## config.mk

```make
export PLATFORM = sky130hd
export DESIGN_NAME = rst_seq_gen
export DESIGN_NICKNAME = d
export VERILOG_FILES = /design/src/rtl/rst_seq_gen.sv
export SDC_FILE = /design/constraint.sdc
export NUM_CORES = 1
export LEC_CHECK = 0
export BUFFER_PORTS_ARGS = -buffer_cell sky130_fd_sc_hd__buf_2
export CAP_MARGIN = 20
export CORE_MARGIN = 2
export CORE_UTILIZATION = 55
export CTS_BUF_LIST = sky130_fd_sc_hd__clkbuf_8
export CTS_CLUSTER_DIAMETER = 40
export CTS_CLUSTER_SIZE = 20
export DETAILED_ROUTE_END_ITERATION = 6
export GPL_TIMING_DRIVEN = 0
export PLACE_DENSITY = 0.76
export SYNTH_ARGS = -nofsm -noshare
export SYNTH_HDL_FRONTEND = slang
export SYNTH_SLANG_ARGS = --single-unit
```

## constraint.sdc

```tcl
create_clock -name sys_clk -period 2.38 [get_ports sys_clk]
set_clock_uncertainty 0.05 [all_clocks]
set_input_delay 0.119 -clock sys_clk [delete_from_list [all_inputs] [get_ports sys_clk]]
set_output_delay 0.119 -clock sys_clk [all_outputs]
set_load 0.005 [all_outputs]
```

## src/rtl/rst_seq_gen.sv

```systemverilog
// Reset sequencer: waits for PLL settle, releases channel resets in
// stages, then serves per-channel software reset pulses.
module rst_seq_gen #(
    parameter int unsigned NUM_CH     = 4,
    parameter int unsigned CNT_W      = 20,
    parameter int unsigned PLL_WAIT   = 20'h1ffff,
    parameter int unsigned USE_LOCK   = 1,
    parameter int unsigned STAGE_GAP  = 16,
    parameter int unsigned SW_RST_CYC = 8,
    parameter int unsigned DIV_W      = 3
) (
    input  logic              sys_clk,
    input  logic              sys_rst,
    input  logic              pll_lock,
    input  logic [NUM_CH-1:0] sw_rst_req,
    input  logic [DIV_W-1:0]  div_sel,
    output logic [NUM_CH-1:0] rst_out_n,
    output logic [1:0]        seq_state,
    output logic              seq_done,
    output logic              pll_timeout,
    output logic              clk_div_out
);

    localparam int unsigned GAP_W  = $clog2(STAGE_GAP + 1);
    localparam int unsigned CH_W   = $clog2(NUM_CH + 1);
    localparam int unsigned SW_W   = $clog2(SW_RST_CYC + 1);
    localparam int unsigned DCNT_W = 1 << DIV_W;
    localparam bit          LOCK_EN = (USE_LOCK != 0);

    localparam logic [CNT_W-1:0] WAIT_LAST = CNT_W'(PLL_WAIT - 1);
    localparam logic [GAP_W-1:0] GAP_LAST  = GAP_W'(STAGE_GAP - 1);
    localparam logic [CH_W-1:0]  CH_LAST   = CH_W'(NUM_CH - 1);
    localparam logic [SW_W-1:0]  SW_LOAD   = SW_W'(SW_RST_CYC);

    typedef enum logic [1:0] {
        ST_RESET = 2'd0,
        ST_WAIT  = 2'd1,
        ST_REL   = 2'd2,
        ST_RUN   = 2'd3
    } state_t;

    state_t state_q, state_d;

    logic [1:0]        rst_sync;
    logic [1:0]        lock_sync;
    logic [CNT_W-1:0]  wait_q, wait_d;
    logic [GAP_W-1:0]  gap_q, gap_d;
    logic [CH_W-1:0]   ch_q, ch_d;
    logic [NUM_CH-1:0] rst_q, rst_d;
    logic              tmo_q, tmo_d;
    logic [DCNT_W-1:0] div_q;

    logic [NUM_CH-1:0][SW_W-1:0] sw_q, sw_d;

    logic irst;
    logic lock_s;
    logic lock_ok;
    logic wait_hit;
    logic abort;

    always_ff @(posedge sys_clk or posedge sys_rst) begin
        if (sys_rst) begin
            rst_sync  <= 2'b11;
            lock_sync <= 2'b00;
        end else begin
            rst_sync  <= {rst_sync[0], 1'b0};
            lock_sync <= {lock_sync[0], pll_lock};
        end
    end

    assign irst     = rst_sync[1];
    assign lock_s   = lock_sync[1];
    assign lock_ok  = LOCK_EN && lock_s;
    assign wait_hit = (wait_q == WAIT_LAST);

    // Lock loss only counts once lock was the reason we left the wait.
    assign abort = LOCK_EN && !tmo_q && !lock_s &&
                   (state_q == ST_REL || state_q == ST_RUN);

    always_ff @(posedge sys_clk or posedge sys_rst) begin
        if (sys_rst) begin
            state_q <= ST_RESET;
            wait_q  <= '0;
            gap_q   <= '0;
            ch_q    <= '0;
            rst_q   <= '0;
            tmo_q   <= 1'b0;
            sw_q    <= '0;
        end else begin
            state_q <= state_d;
            wait_q  <= wait_d;
            gap_q   <= gap_d;
            ch_q    <= ch_d;
            rst_q   <= rst_d;
            tmo_q   <= tmo_d;
            sw_q    <= sw_d;
        end
    end

    always_comb begin
        state_d = state_q;
        wait_d  = wait_q;
        gap_d   = gap_q;
        ch_d    = ch_q;
        rst_d   = rst_q;
        tmo_d   = tmo_q;
        sw_d    = sw_q;
        if (abort) begin
            state_d = ST_WAIT;
            wait_d  = '0;
            gap_d   = '0;
            ch_d    = '0;
            rst_d   = '0;
            sw_d    = '0;
        end else begin
            unique case (state_q)
                ST_RESET: begin
                    if (!irst) begin
                        state_d = ST_WAIT;
                        wait_d  = '0;
                    end
                end
                ST_WAIT: begin
                    if (lock_ok || wait_hit) begin
                        rst_d[0] = 1'b1;
                        gap_d    = '0;
                        ch_d     = CH_W'(1);
                        tmo_d    = tmo_q | ~lock_ok;
                        state_d  = (NUM_CH == 1) ? ST_RUN : ST_REL;
                    end else begin
                        wait_d = wait_q + CNT_W'(1);
                    end
                end
                ST_REL: begin
                    if (gap_q == GAP_LAST) begin
                        gap_d = '0;
                        ch_d  = ch_q + CH_W'(1);
                        for (int k = 0; k < NUM_CH; k++) begin
                            if (ch_q == CH_W'(k)) rst_d[k] = 1'b1;
                        end
                        if (ch_q == CH_LAST) state_d = ST_RUN;
                    end else begin
                        gap_d = gap_q + GAP_W'(1);
                    end
                end
                ST_RUN: begin
                    for (int k = 0; k < NUM_CH; k++) begin
                        if (sw_rst_req[k]) begin
                            sw_d[k]  = SW_LOAD;
                            rst_d[k] = 1'b0;
                        end else if (sw_q[k] != '0) begin
                            sw_d[k] = sw_q[k] - SW_W'(1);
                            if (sw_q[k] == SW_W'(1)) rst_d[k] = 1'b1;
                        end
                    end
                end
            endcase
        end
    end

    always_ff @(posedge sys_clk or posedge sys_rst) begin
        if (sys_rst) begin
            div_q <= '0;
        end else if (!rst_q[0]) begin
            div_q <= '0;
        end else begin
            div_q <= div_q + DCNT_W'(1);
        end
    end

    assign rst_out_n   = rst_q;
    assign seq_state   = state_q;
    assign seq_done    = (state_q == ST_RUN);
    assign pll_timeout = tmo_q;
    assign clk_div_out = div_q[div_sel];

endmodule

```

; ---- Word level (Yosys, flattened, before mapping)
; Cells that the tools add are included.
[op_classes]
shift = 0
n_mul = 0
n_addsub = 8
eq_ne = 28
div_mod_pow = 0
muxes = 52
reduce_logical = 35
bitwise_logic = 3
n_lt_le_gt_ge = 1
[op_table]
columns = op, n
row1 = 2-to-1 mux 20 bit, 3
row2 = 2-to-1 mux 4 bit, 10
row3 = one-hot mux 20 bit (2 select lines), 1
row4 = 2-to-1 mux 16 bit, 2
row5 = "inequality test 4 x 2 -> 1 bit, second input constant", 8
row6 = nonzero test 4 bit, 6
row7 = nonzero test 3 bit, 7
row8 = "adder 20 x 1 -> 20 bit, second input constant", 1
row9 = "== test 20 x 17 -> 1 bit, second input constant", 1
row10 = AND reduction 5 bit, 4
row11 = 2-to-1 mux 1 bit, 18
row12 = "== test 4 x 1 -> 1 bit, second input constant", 4
row13 = "subtractor 4 x 1 -> 4 bit, second input constant", 4
row14 = 2-to-1 mux 5 bit, 3
row15 = "inequality test 3 x 2 -> 1 bit, second input constant", 5
row16 = one-hot mux 3 bit (2 select lines), 2
row17 = 2-to-1 mux 2 bit, 5
row18 = one-hot mux 5 bit (2 select lines), 1
row19 = AND reduction 2 bit, 5
row20 = 2-to-1 mux 3 bit, 3
row21 = "inequality test 3 bit, second input constant", 3
row22 = AND reduction 3 bit, 3
row23 = "adder 8 x 1 -> 8 bit, second input constant", 1
row24 = 2-to-1 mux 8 bit, 1
row25 = 20 further kinds, 26
[word_totals]
ramBits = 0
regBits = 63
wordCells = 143
latch_bits = 0
in_bits = 10
rom_bits = 0
output_inout_bits = 9
memories = 0

; ---- Depth between registers and ports, before layout
; Gate-level depths: netlist (run 1).
[depth]
word_depth = 6
depth_mapped = 8
depth_no_buf = 7

; ---- Worst setup path before layout (run 1)
; Ideal clock, no wire load.
[synth_timing]
kind = flip-flop to flip-flop
start = register state_q[0], in the netlist seq_state[0]
end = register wait_q[17]
stages_incl_launch_ff = 9
setup_ns = 0.129
arrival_ns = 2.029
path_slack_ns = 0.172
cell_sequence = dfrtp_1 inv_1 ha_1 nor2_2 o21ai_1 nor4_2 buf_2 nor3_1 mux2i_1
[synth_between]
elab_chain_cells = 5
[synth_lines]
columns = element, line_no
row1 = "start, declared", 42  ; state_t state_q, state_d;
row2 = "start signal, assigned", 90  ; state_q <= state_d;
row3 = == test 2 bit, 78  ; (state_q == ST_REL || state_q == ST_RUN);
row4 = logical OR 1 bit, 78
row5 = logical AND 1 bit, 77  ; assign abort = LOCK_EN && !tmo_q && !lock_s &&
row6 = inequality test 3 bit (no source line) or nonzero test 3 bit (tied branches), n/a
row7 = AND reduction 3 bit (no source line), n/a
row8 = "end signal, assigned", 91  ; wait_q <= wait_d;
row9 = "end, declared", 46  ; logic [CNT_W-1:0] wait_q, wait_d;
; Several ways; a longest one is shown, not always the timed one.
; A chain may end at the register's enable or synchronous reset.

; ---- Final worst setup path (run 1)
[layout_timing]
start = register wait_q[1]
end = register wait_q[16]
[layout_between]
elab_chain_cells = 4
[layout_lines]
columns = element, line_no
row1 = adder 20 x 1 -> 20 bit or == test 20 x 17 -> 1 bit (tied branches), "131, 74"
row2 = 2-to-1 mux 20 bit or logical OR 1 bit (tied branches), 124  ; if (lock_ok || wait_hit) begin
row3 = one-hot mux 20 bit (2 select lines) or inequality test 3 bit (tied branches), n/a
row4 = 2-to-1 mux 20 bit or AND reduction 3 bit (tied branches), n/a
; Several ways; a longest one is shown, not always the timed one. The select of a mux whose other input is x is not followed.

==> results of run 1 <==
==> cells by family after synthesis <==
family	count (synthesis)
flip-flops	63
buffers and inverters	34
XOR/XNOR	6
AO/OA/AOI/OAI	102
other	1
multiplexers	16
AND/OR/NAND/NOR	154
adder cells (fa/ha/maj)	22
==> flip-flops by register name, indices dropped and copies added (netlist names) <==
signal	flops
wait_q	20
rst_sync	2
div_q	8
ch_q	3
seq_state	2
lock_sync	2
gap_q	5
pll_timeout	1
sw_q	16
rst_out_n	4
==> worst max path at each step <==
| stage | end | slack (ns) |
|---|---|---|
| after floorplan | wait_q[17] | 0.17 |
| after global placement | wait_q[18] | -0.46 |
| after detailed placement | wait_q[18] | -0.44 |
| after CTS | wait_q[14] | 0.003 |
| after global routing | wait_q[4] | -0.05 |
| final | wait_q[16] | 0.09 |
==> report_power, final <==
| part | total, W | switching [W] | internal (W) | leakage [nW] |
|---|---|---|---|---|
| Sequential | 0.00156 | 0.000260 | 0.00130 | 0.834 |
| Clock | 0.000991 | 0.000429 | 0.000563 | 0.114 |
| Combinational | 0.00235 | 0.00138 | 0.000961 | 0.972 |
| Total | 0.00490 | 0.00207 | 0.00283 | 1.92 |
==> area by class of cell <==
type                       count  area (um^2)
tap                           80          100
inverter                      25         97.6
clock buffer                  12          165
fill                         535         2250
multi-input combinational    301         2210
timing repair buffer          33          225
buffer                         9         47.5
sequential                    63         1580
clock inverter                 4         43.8
==> Yosys cell counts (all sizes together) (9+ instances only) <==
| master | count | area (um^2) |
|---|---|---|
| nand3 | 23 | 115 |
| dfrtp | 61 | 1530 |
| o31ai | 15 | 118 |
| nor2 | 23 | 88.8 |
| ha | 22 | 275 |
| o21ai | 20 | 100 |
| inv | 25 | 93.8 |
| nand2b | 9 | 56.3 |
| a21oi | 28 | 140 |
| nand2 | 33 | 124 |
==> stage by stage <==
stage               area (um^2)  TNS (ns)  std cells  power [W]
floorplan                  3790         0        398    0.00301
global placement           3980    -16.87        496    0.00349
detailed placement         4000     -6.86        497    0.00358
CTS                        4350         0        523    0.00475
global route               4470    -0.145        527    0.00525
finish                     4470         0        527    0.00490
==> worst reg2reg max path, stage by stage (launching register included) <==
cell                      delay (ns)
sky130_fd_sc_hd__dfrtp_1        0.43
sky130_fd_sc_hd__ha_1           0.27
sky130_fd_sc_hd__nand4_1        0.23
sky130_fd_sc_hd__nor3_1         0.41
sky130_fd_sc_hd__nand3_1        0.16
sky130_fd_sc_hd__or4_1          0.51
sky130_fd_sc_hd__a21oi_1        0.15
==> metal layers <==
layer | up-vias | global-route usage, %
li1 | 1568 | -
met1 | 1654 | 33.7
met2 | 90 | 39.2
met3 | 16 | 3.51
met4 | 0 | 11.5
met5 | - | 0
==> what timing repair did <==
| action | CTS | global route |
|---|---|---|
| hold buffers | 4 | 0 |
| setup buffers | 6 | 4 |
| pin swaps | 4 | 2 |
| endpoints found under the setup margin | 26 | 27 |
| hold endpoints to repair | 24 | 0 |
| resized for setup | 13 | 25 |
==> impl_metrics.ini, run 1 <==
[timing]
slew_headroom_pct = 62.3
final-max-slew-violation-count = 0
timing_hold_violations_final = 0
finalWorstSetupSlack_ns = 0.0933
period_share_pct = 96.1
report.final.setup_viol = 0
whs_ns = 0.0154
max_freq_mhz = 437
worst-slew-pin-transition_ns = 0.558
final.min_clock_period_ns = 2.29

[power_and_ir_drop]
cellLeakagePower_nw = 1.92
vdd_drop_max_uv = 615
p_per_area_nw_per_um2 = 1100

[critical_path]
worst-r2r-cell-count = 6
critPathMaxStageDelay_ns = 0.51
worst_path_cell_with_the_longest_stage_delay = sky130_fd_sc_hd__or4_1
worstPathBufferInverterCount = 0
critical_path.endpoint_type = flop
worstPathRequired_ns = 2.60
crit-reg2reg-capture = wait_q[16]
worstSetupPathDepth = 6
timing_worst_setup_path_type = reg -> reg
worst-path-max-fanout = 5
worstSetupStartpointType = flop
path_cells = ha_1 -> nand4_1 -> nor3_1 -> nand3_1 -> or4_1 -> a21oi_1
ff2ff_setup_slack_ns = 0.09
critical_path.reg2reg.startpoint = wait_q[1]
setup.worst_path.start = wait_q[1]
critPathTopFamily = simple AND/OR/NAND/NOR gates
critPathArrivalTime_ns = 2.50

[final_layout]
area_growth_pct = 17.9
layout_commonest_cell = sky130_fd_sc_hd__dfrtp_1
drive_gt1_share_pct = 20.4
finish.utilization_pct = 66.5
mostFrequentLayoutCells = sky130_fd_sc_hd__dfrtp_1, sky130_fd_sc_hd__nand2_1, sky130_fd_sc_hd__a21oi_1, sky130_fd_sc_hd__inv_1
antennaDiodeCount = 0
nNetsFinal = 474

[worst_hold_path]
holdPathEnd = sw_q[1]
worstHoldPathType = in -> reg
worstHoldPathCells = 2
worstHoldStart = sw_rst_req[0]

[cts]
worst_setup_hold_path_clk_slew_ns = 0.07
tritoncts = built
cts-buffers-inserted = 9
clock_tree.buffer_depth = 2
clock-root-buffer = sky130_fd_sc_hd__clkbuf_8
numClockSinks = 63
insertion_delay_ns = 0.34
max_h_tree_level = 3

[grt]
first_global_vias = 3205
largest_net_degree_at_the_start_of_global_routing = 42
antenna_violations_before_repair = 0
globalRouteOverflowTotal = 0
global_route.usage.total_pct = 24.8
grt_pass1_wl_mm = 14.8

[job]
cap_violations = 0

[logic_synthesis]
synthCells = 398
synth_top_family_by_area = simple AND/OR/NAND/NOR gates
syn_area_um2 = 3790
synth_flop_cell = sky130_fd_sc_hd__dfrtp_1
postSynthRegisterBits = 63
synth-edff-count = 0
synth_fp_nets = 430
synth-xor-area-share_pct = 1.39
synth_mux_area_share_pct = 5.08
synth_simple_gate_area_share_pct = 22.4
yosys_warnings = 0
synth.distinct_cells = 59
synth_seq_area_share_pct = 41.6
synth_adder_area_share_pct = 7.26
compound_cell_area_share_of_the_yosys_netlist_pct = 18.7
postSynth.asyncResetShare_pct = 100
syn_avg_cell_area_um2 = 9.53

[drt]
ant_nets = 0
route.met3.wl_um = 415
routed_wl_mm = 9.17
detail_route.first_pass.iterations = 4
met2_wirelength_mm = 4.47
topRoutingLayerUsed = met4
detail_route.wirelength.met1_mm = 4.14
drc_violations_left = 0
num_vias = 3328
drtIter0Drc = 255
post_drt_wl_per_cell_um = 17.4
via_per_inst = 6.31

[die]
floorplan.die.height_um = 87.0
die_area_um2 = 7580
floorplan.rows = 30
starting_density_of_the_core_pct = 56.4
die_span_x_um = 87.0
coreArea_um2 = 6720
boundaryPins = 19

[outcome]
status = complete, no violations

[placement]
place_hpwl_mm = 6.03
place.port_buffers = 18
finalWeightedCongestion = 0.843
pre_cts_slack_ns = -0.442
No activity file was read; power rests on OpenSTA's default activity.
==> run 2: changes to the inputs <==
CORE_MARGIN = default   (was 2)
HOLD_SLACK_MARGIN = 0.03   (was default)
==> run 2 against run 1 <==
  * Largest cell class unchanged
  * Core utilization is 1.8 points higher
  * Largest power group unchanged
  * Critical endpoint is now rst_out_n[0]
  * Maximum frequency is 2.8% lower
  * Combinational power is 2% lower
  * Critical path type unchanged
  * Critical path depth is 1 higher
==> impl_metrics.ini, run 2 (synthesis results as in run 1) <==
[critical_path]
worst-path-max-fanout = 10
worstPathRequired_ns = 2.56
timing_worst_setup_path_type = reg -> reg
critPathArrivalTime_ns = 2.53
critPathTopFamily = simple AND/OR/NAND/NOR gates
critical_path.endpoint_type = flop
worstPathBufferInverterCount = 1
path_cells = inv_1 -> ha_1 -> nor4b_2 -> nor2b_4 -> a31oi_4 -> nor4_2 -> mux2_2
worst_path_cell_with_the_longest_stage_delay = sky130_fd_sc_hd__dfrtp_1
critPathMaxStageDelay_ns = 0.42
worstSetupStartpointType = flop

[power_and_ir_drop]
share_comb_of_total_power_pct = 47.8
pwr-share-seq_pct = 32.4
intPower_w = 0.00277
power_switching_w = 0.00205
vdd_drop_max_uv = 622
cellLeakagePower_nw = 1.91
pwr-share-clk_pct = 19.8
p_per_area_nw_per_um2 = 1090
power_switching_share_pct = 42.6

[final_layout]
nNetsFinal = 471
largest_register_ffs = 20
mostFrequentLayoutCells = sky130_fd_sc_hd__dfrtp_1, sky130_fd_sc_hd__nand2_1, sky130_fd_sc_hd__a21oi_1, sky130_fd_sc_hd__inv_1
top_reg_by_flops = wait_q
reg.largest.list = wait_q x20, sw_q x16, div_q x8
drive_gt1_share_pct = 19.4
final.fill_count = 500
antennaDiodeCount = 0
layout_commonest_cell = sky130_fd_sc_hd__dfrtp_1
finish.utilization_pct = 68.3
area_growth_pct = 17.0

[drt]
post_drt_wl_per_cell_um = 16.9
via_per_inst = 6.38
drtIter0Drc = 194
num_vias = 3323
ant_nets = 0
detail_route.first_pass.iterations = 4
drc_violations_left = 0
routed_wl_mm = 8.80

[timing]
worst-slew-pin-transition_ns = 0.614
timing_hold_violations_final = 0
final.setup.tns_ns = 0
final.min_clock_period_ns = 2.35
final-max-slew-violation-count = 0
slew_headroom_pct = 58.5
report.final.setup_viol = 0
max_freq_mhz = 425
finalWorstSetupSlack_ns = 0.0285
period_share_pct = 98.8

[grt]
grt_pass1_wl_mm = 15.1
grt.busiest_layer = met2
grt_use_met1_pct = 37.6
globalRouteOverflowTotal = 0
met3_usage_pct = 5.74
global_route.usage.total_pct = 26.3
first_global_vias = 3236
use_met2_pct = 39.7
largest_net_degree_at_the_start_of_global_routing = 44
antenna_violations_before_repair = 0

[cts]
numClockSinks = 63
insertion_delay_ns = 0.35
clock_tree.buffer_depth = 2
worst_setup_hold_path_clk_slew_ns = 0.07
tritoncts = built
clock-root-buffer = sky130_fd_sc_hd__clkbuf_8
cts-buffers-inserted = 9
max_h_tree_level = 3

[placement]
place.port_buffers = 18
finalWeightedCongestion = 0.916
place_hpwl_mm = 6.01
pre_cts_slack_ns = -0.498

[die]
floorplan.rows = 29
floorplan.die.height_um = 85.0
die_area_um2 = 7230
starting_density_of_the_core_pct = 58.4
boundaryPins = 19
coreArea_um2 = 6490
die_span_x_um = 85.0

[outcome]
status = complete, no violations

[worst_hold_path]
worstHoldPathType = in -> reg

[job]
cap_violations = 0
[run 2: cell count changes in the layout (fill, tap and decap cells not counted), sizes merged]
cell / delta
buf: -3
clkbuf: -2
clkinv: -1
clkinvlp: +1
dlygate4sd3: +1
inv: +1
[run 2: cell type report]
type                            count  area (um^2)  area share, %
Multi-Input combinational cell    301         2200           49.6
Sequential cell                    63         1580           35.6
Timing Repair Buffer               31          213           4.79
Clock buffer                       11          151           3.41
Inverter                           25         97.6           2.20
Tap cell                           77         96.3           2.17
Clock inverter                      5         50.0           1.13
Buffer                              8         46.3           1.04
[run 2: power by group through the flow]
stage	logic, W	clock network [W]	registers, W
after CTS	0.00213	0.000964	0.00155
final	0.00230	0.000956	0.00156
after global placement	0.00194	0	0.00155
after detailed placement	0.00201	0	0.00157
after floorplan	0.00150	0	0.00151
after global routing	0.00256	0.00102	0.00161
[run 2: metrics by stage]
stage	std cells	hold WS [ns]	power (W)	area (um^2)
after floorplan	398	0.100	0.00301	3790
after global placement	493	0.177	0.00349	3980
after detailed placement	494	0.116	0.00358	4000
final	521	0.0808	0.00482	4440
after global routing	521	0.108	0.00518	4440
after CTS	518	0.0834	0.00465	4330
[run 2: path summary, 6_finish.rpt]
| check | from | endpoint | slack, ns | cells past startpoint |
|---|---|---|---|---|
| max in group asynchronous | sys_rst | seq_state[0] | 1.40 | 4 |
| min | sw_rst_req[2] | sw_q[8] | 0.08 | 3 |
| max reg2reg | wait_q[0] | rst_out_n[0] | 0.03 | 7 |
| min in group asynchronous | sys_rst | wait_q[9] | 0.28 | 3 |
| min reg2reg | lock_sync[0] | lock_sync[1] | 0.30 | 0 |
| max | wait_q[0] | rst_out_n[0] | 0.03 | 7 |
[run 2: timing repair]
| action | in CTS | in global routing |
|---|---|---|
| pin swaps | 2 | 2 |
| buffers inserted | 3 | 4 |
| hold endpoints to repair | 25 | 0 |
| setup endpoints to repair | 25 | 27 |
| gates cloned | 0 | 0 |
| hold buffers | 5 | 0 |
| resized for setup | 14 | 24 |
[run 2: layer usage]
layer	wire (um)	share of wire [%]
met1	4110	47
met2	4060	46
met3	479	5.4
met4	148	1.7
met5	0	0
[run 2: worst min-delay path, stage by stage]
cell and delay [ns]:
sky130_fd_sc_hd__buf_2 0.14, sky130_fd_sc_hd__or3_1 0.12, sky130_fd_sc_hd__a21oi_1 0.05
==> run 3: changes to the inputs <==
--- a/config.mk
+++ b/config.mk
@@ -9,3 +9,3 @@
 export CAP_MARGIN = 20
-export CORE_UTILIZATION = 55
+export CORE_UTILIZATION = 45
 export CTS_BUF_LIST = sky130_fd_sc_hd__clkbuf_8
@@ -16,3 +16,3 @@
 export HOLD_SLACK_MARGIN = 0.03
-export PLACE_DENSITY = 0.76
+export PLACE_DENSITY = 0.65
 export SYNTH_ARGS = -nofsm -noshare
==> constraint.sdc (replaced) <==
create_clock -name sys_clk -period 2.38 [get_ports sys_clk]
set_clock_uncertainty 0.05 [all_clocks]
set_input_delay 0.238 -clock sys_clk [delete_from_list [all_inputs] [get_ports sys_clk]]
set_output_delay 0.238 -clock sys_clk [all_outputs]
set_load 0.005 [all_outputs]
==> run 3 against run 2 <==
  * Highest routed layer unchanged
  * Flip-flop and latch count unchanged
  * Worst hold slack gained 0.020 ns
  * Register-to-register slack gained 0.10 ns
  * Core utilization is 13 points lower
  * Sequential power about the same
  * Clock-buffer cell count shrank 2
  * Critical path type unchanged
  * Critical path depth shrank 1
==> impl_metrics.ini, run 3 (synthesis results as in run 1) <==
[critical_path]
worst-path-max-fanout = 10
crit-reg2reg-capture = wait_q[14]
critical_path.endpoint_type = flop
critPathArrivalTime_ns = 2.47
worstSetupStartpointType = flop
setup.worst_path.end = wait_q[14]
worstPathRequired_ns = 2.60
ff2ff_setup_slack_ns = 0.13
critical_path.reg2reg.startpoint = pll_timeout
worst-r2r-cell-count = 6
timing_worst_setup_path_type = reg -> reg
setup.worst_path.start = pll_timeout

[drt]
via_per_inst = 5.92
ant_nets = 0
drtIter0Drc = 228
routed_wl_mm = 9.04
detail_route.first_pass.iterations = 5
num_vias = 3251
drc_violations_left = 0
post_drt_wl_per_cell_um = 16.5

[timing]
final-max-slew-violation-count = 0
worst-slew-pin-transition_ns = 0.577
finalWorstSetupSlack_ns = 0.130
final.min_clock_period_ns = 2.25
slew_headroom_pct = 61.1
period_share_pct = 94.5
report.final.setup_viol = 0
timing_hold_violations_final = 0
rsz0062_at_grt = no
final.setup.tns_ns = 0
max_freq_mhz = 444

[job]
cap_violations = 0

[placement]
place_hpwl_mm = 6.22
finalWeightedCongestion = 0.911
pre_cts_slack_ns = -0.447
place.port_buffers = 18

[cts]
numClockSinks = 63
clock-root-buffer = sky130_fd_sc_hd__clkbuf_8
worst_setup_hold_path_clk_slew_ns = 0.08
tritoncts = built
max_h_tree_level = 3
clock_tree.buffer_depth = 2
cts-buffers-inserted = 9
insertion_delay_ns = 0.35

[final_layout]
layout_commonest_cell = sky130_fd_sc_hd__dfrtp_1
finish.utilization_pct = 54.9
final.fill_count = 734
nNetsFinal = 471
area_growth_pct = 18.3
top_reg_by_flops = wait_q
largest_register_ffs = 20
mostFrequentLayoutCells = sky130_fd_sc_hd__dfrtp_1, sky130_fd_sc_hd__nand2_1, sky130_fd_sc_hd__a21oi_1
antennaDiodeCount = 0
drive_gt1_share_pct = 20.9
reg.largest.list = wait_q x20, sw_q x16, div_q x8

[die]
coreArea_um2 = 8180
boundaryPins = 19
floorplan.rows = 33
die_span_x_um = 93.8
floorplan.die.height_um = 93.8
die_area_um2 = 8800
starting_density_of_the_core_pct = 46.4

[grt]
globalRouteOverflowTotal = 0
grt_pass1_wl_mm = 15.4
global_route.usage.total_pct = 22.7
largest_net_degree_at_the_start_of_global_routing = 42
antenna_violations_before_repair = 0
first_global_vias = 3156

[power_and_ir_drop]
vdd_drop_max_uv = 601
p_per_area_nw_per_um2 = 1100
cellLeakagePower_nw = 1.90

[outcome]
status = complete, no violations

[worst_hold_path]
worstHoldPathType = in -> reg
[run 3: cell type report]
type | count | area (um^2) | area share [%]
clock inverters | 7 | 97.6 | 2.17
flip-flops and latches | 63 | 1580 | 35.2
multi-input cells | 301 | 2210 | 49.3
plain buffers | 9 | 47.5 | 1.06
repair buffers | 30 | 198 | 4.40
inverters | 25 | 97.6 | 2.17
clock buffers | 9 | 124 | 2.76
well taps | 105 | 131 | 2.93
[run 3: stage by stage]
| step | total power, W | area (um^2) | instances | hold WS, ns |
|---|---|---|---|---|
| after floorplan | 0.00301 | 3790 | 398 | 0.219 |
| after global placement | 0.00352 | 4010 | 521 | 0.282 |
| after detailed placement | 0.00360 | 4030 | 522 | 0.241 |
| after CTS | 0.00480 | 4380 | 545 | 0.0859 |
| after global routing | 0.00534 | 4490 | 549 | 0.104 |
| final | 0.00492 | 4490 | 549 | 0.101 |
[run 3: worst min path at each step]
stage                  startpoint  cells past startpoint      endpoint
finish              sw_rst_req[1]                      2       sw_q[4]
global route        sw_rst_req[1]                      2       sw_q[4]
CTS                 sw_rst_req[1]                      2       sw_q[4]
detailed placement        sys_rst                      2     wait_q[6]
global placement     lock_sync[0]                      0  lock_sync[1]
floorplan                pll_lock                      0  lock_sync[0]
[run 3: report_power, final]
part	internal [W]	switching [W]	leakage, nW
Clock	0.000591	0.000454	0.105
Combinational	0.000937	0.00137	0.965
Sequential	0.00130	0.000269	0.833
Total	0.00283	0.00209	1.90
[run 3: critical path: stages (launching register included)]
cell                        delay, ns
sky130_fd_sc_hd__dfrtp_1         0.47
sky130_fd_sc_hd__or2_1           0.32
sky130_fd_sc_hd__buf_2           0.24
sky130_fd_sc_hd__o21a_1          0.26
sky130_fd_sc_hd__clkbuf_2        0.23
sky130_fd_sc_hd__a2111oi_2       0.39
sky130_fd_sc_hd__mux2i_1         0.22
[run 3: what timing repair did]
item	CTS	global route
resized for setup	16	23
cloned	0	0
endpoints found under the hold margin	21	0
buffers inserted	5	4
endpoints found under the setup margin	29	26
hold buffers	2	0
pin swaps	2	2
[run 3: metal layers]
metal	wire length, um	global-route usage (%)
met1	4240	31.1
met2	4250	35.3
met3	390	3.16
met4	170	10.4
met5	0	0
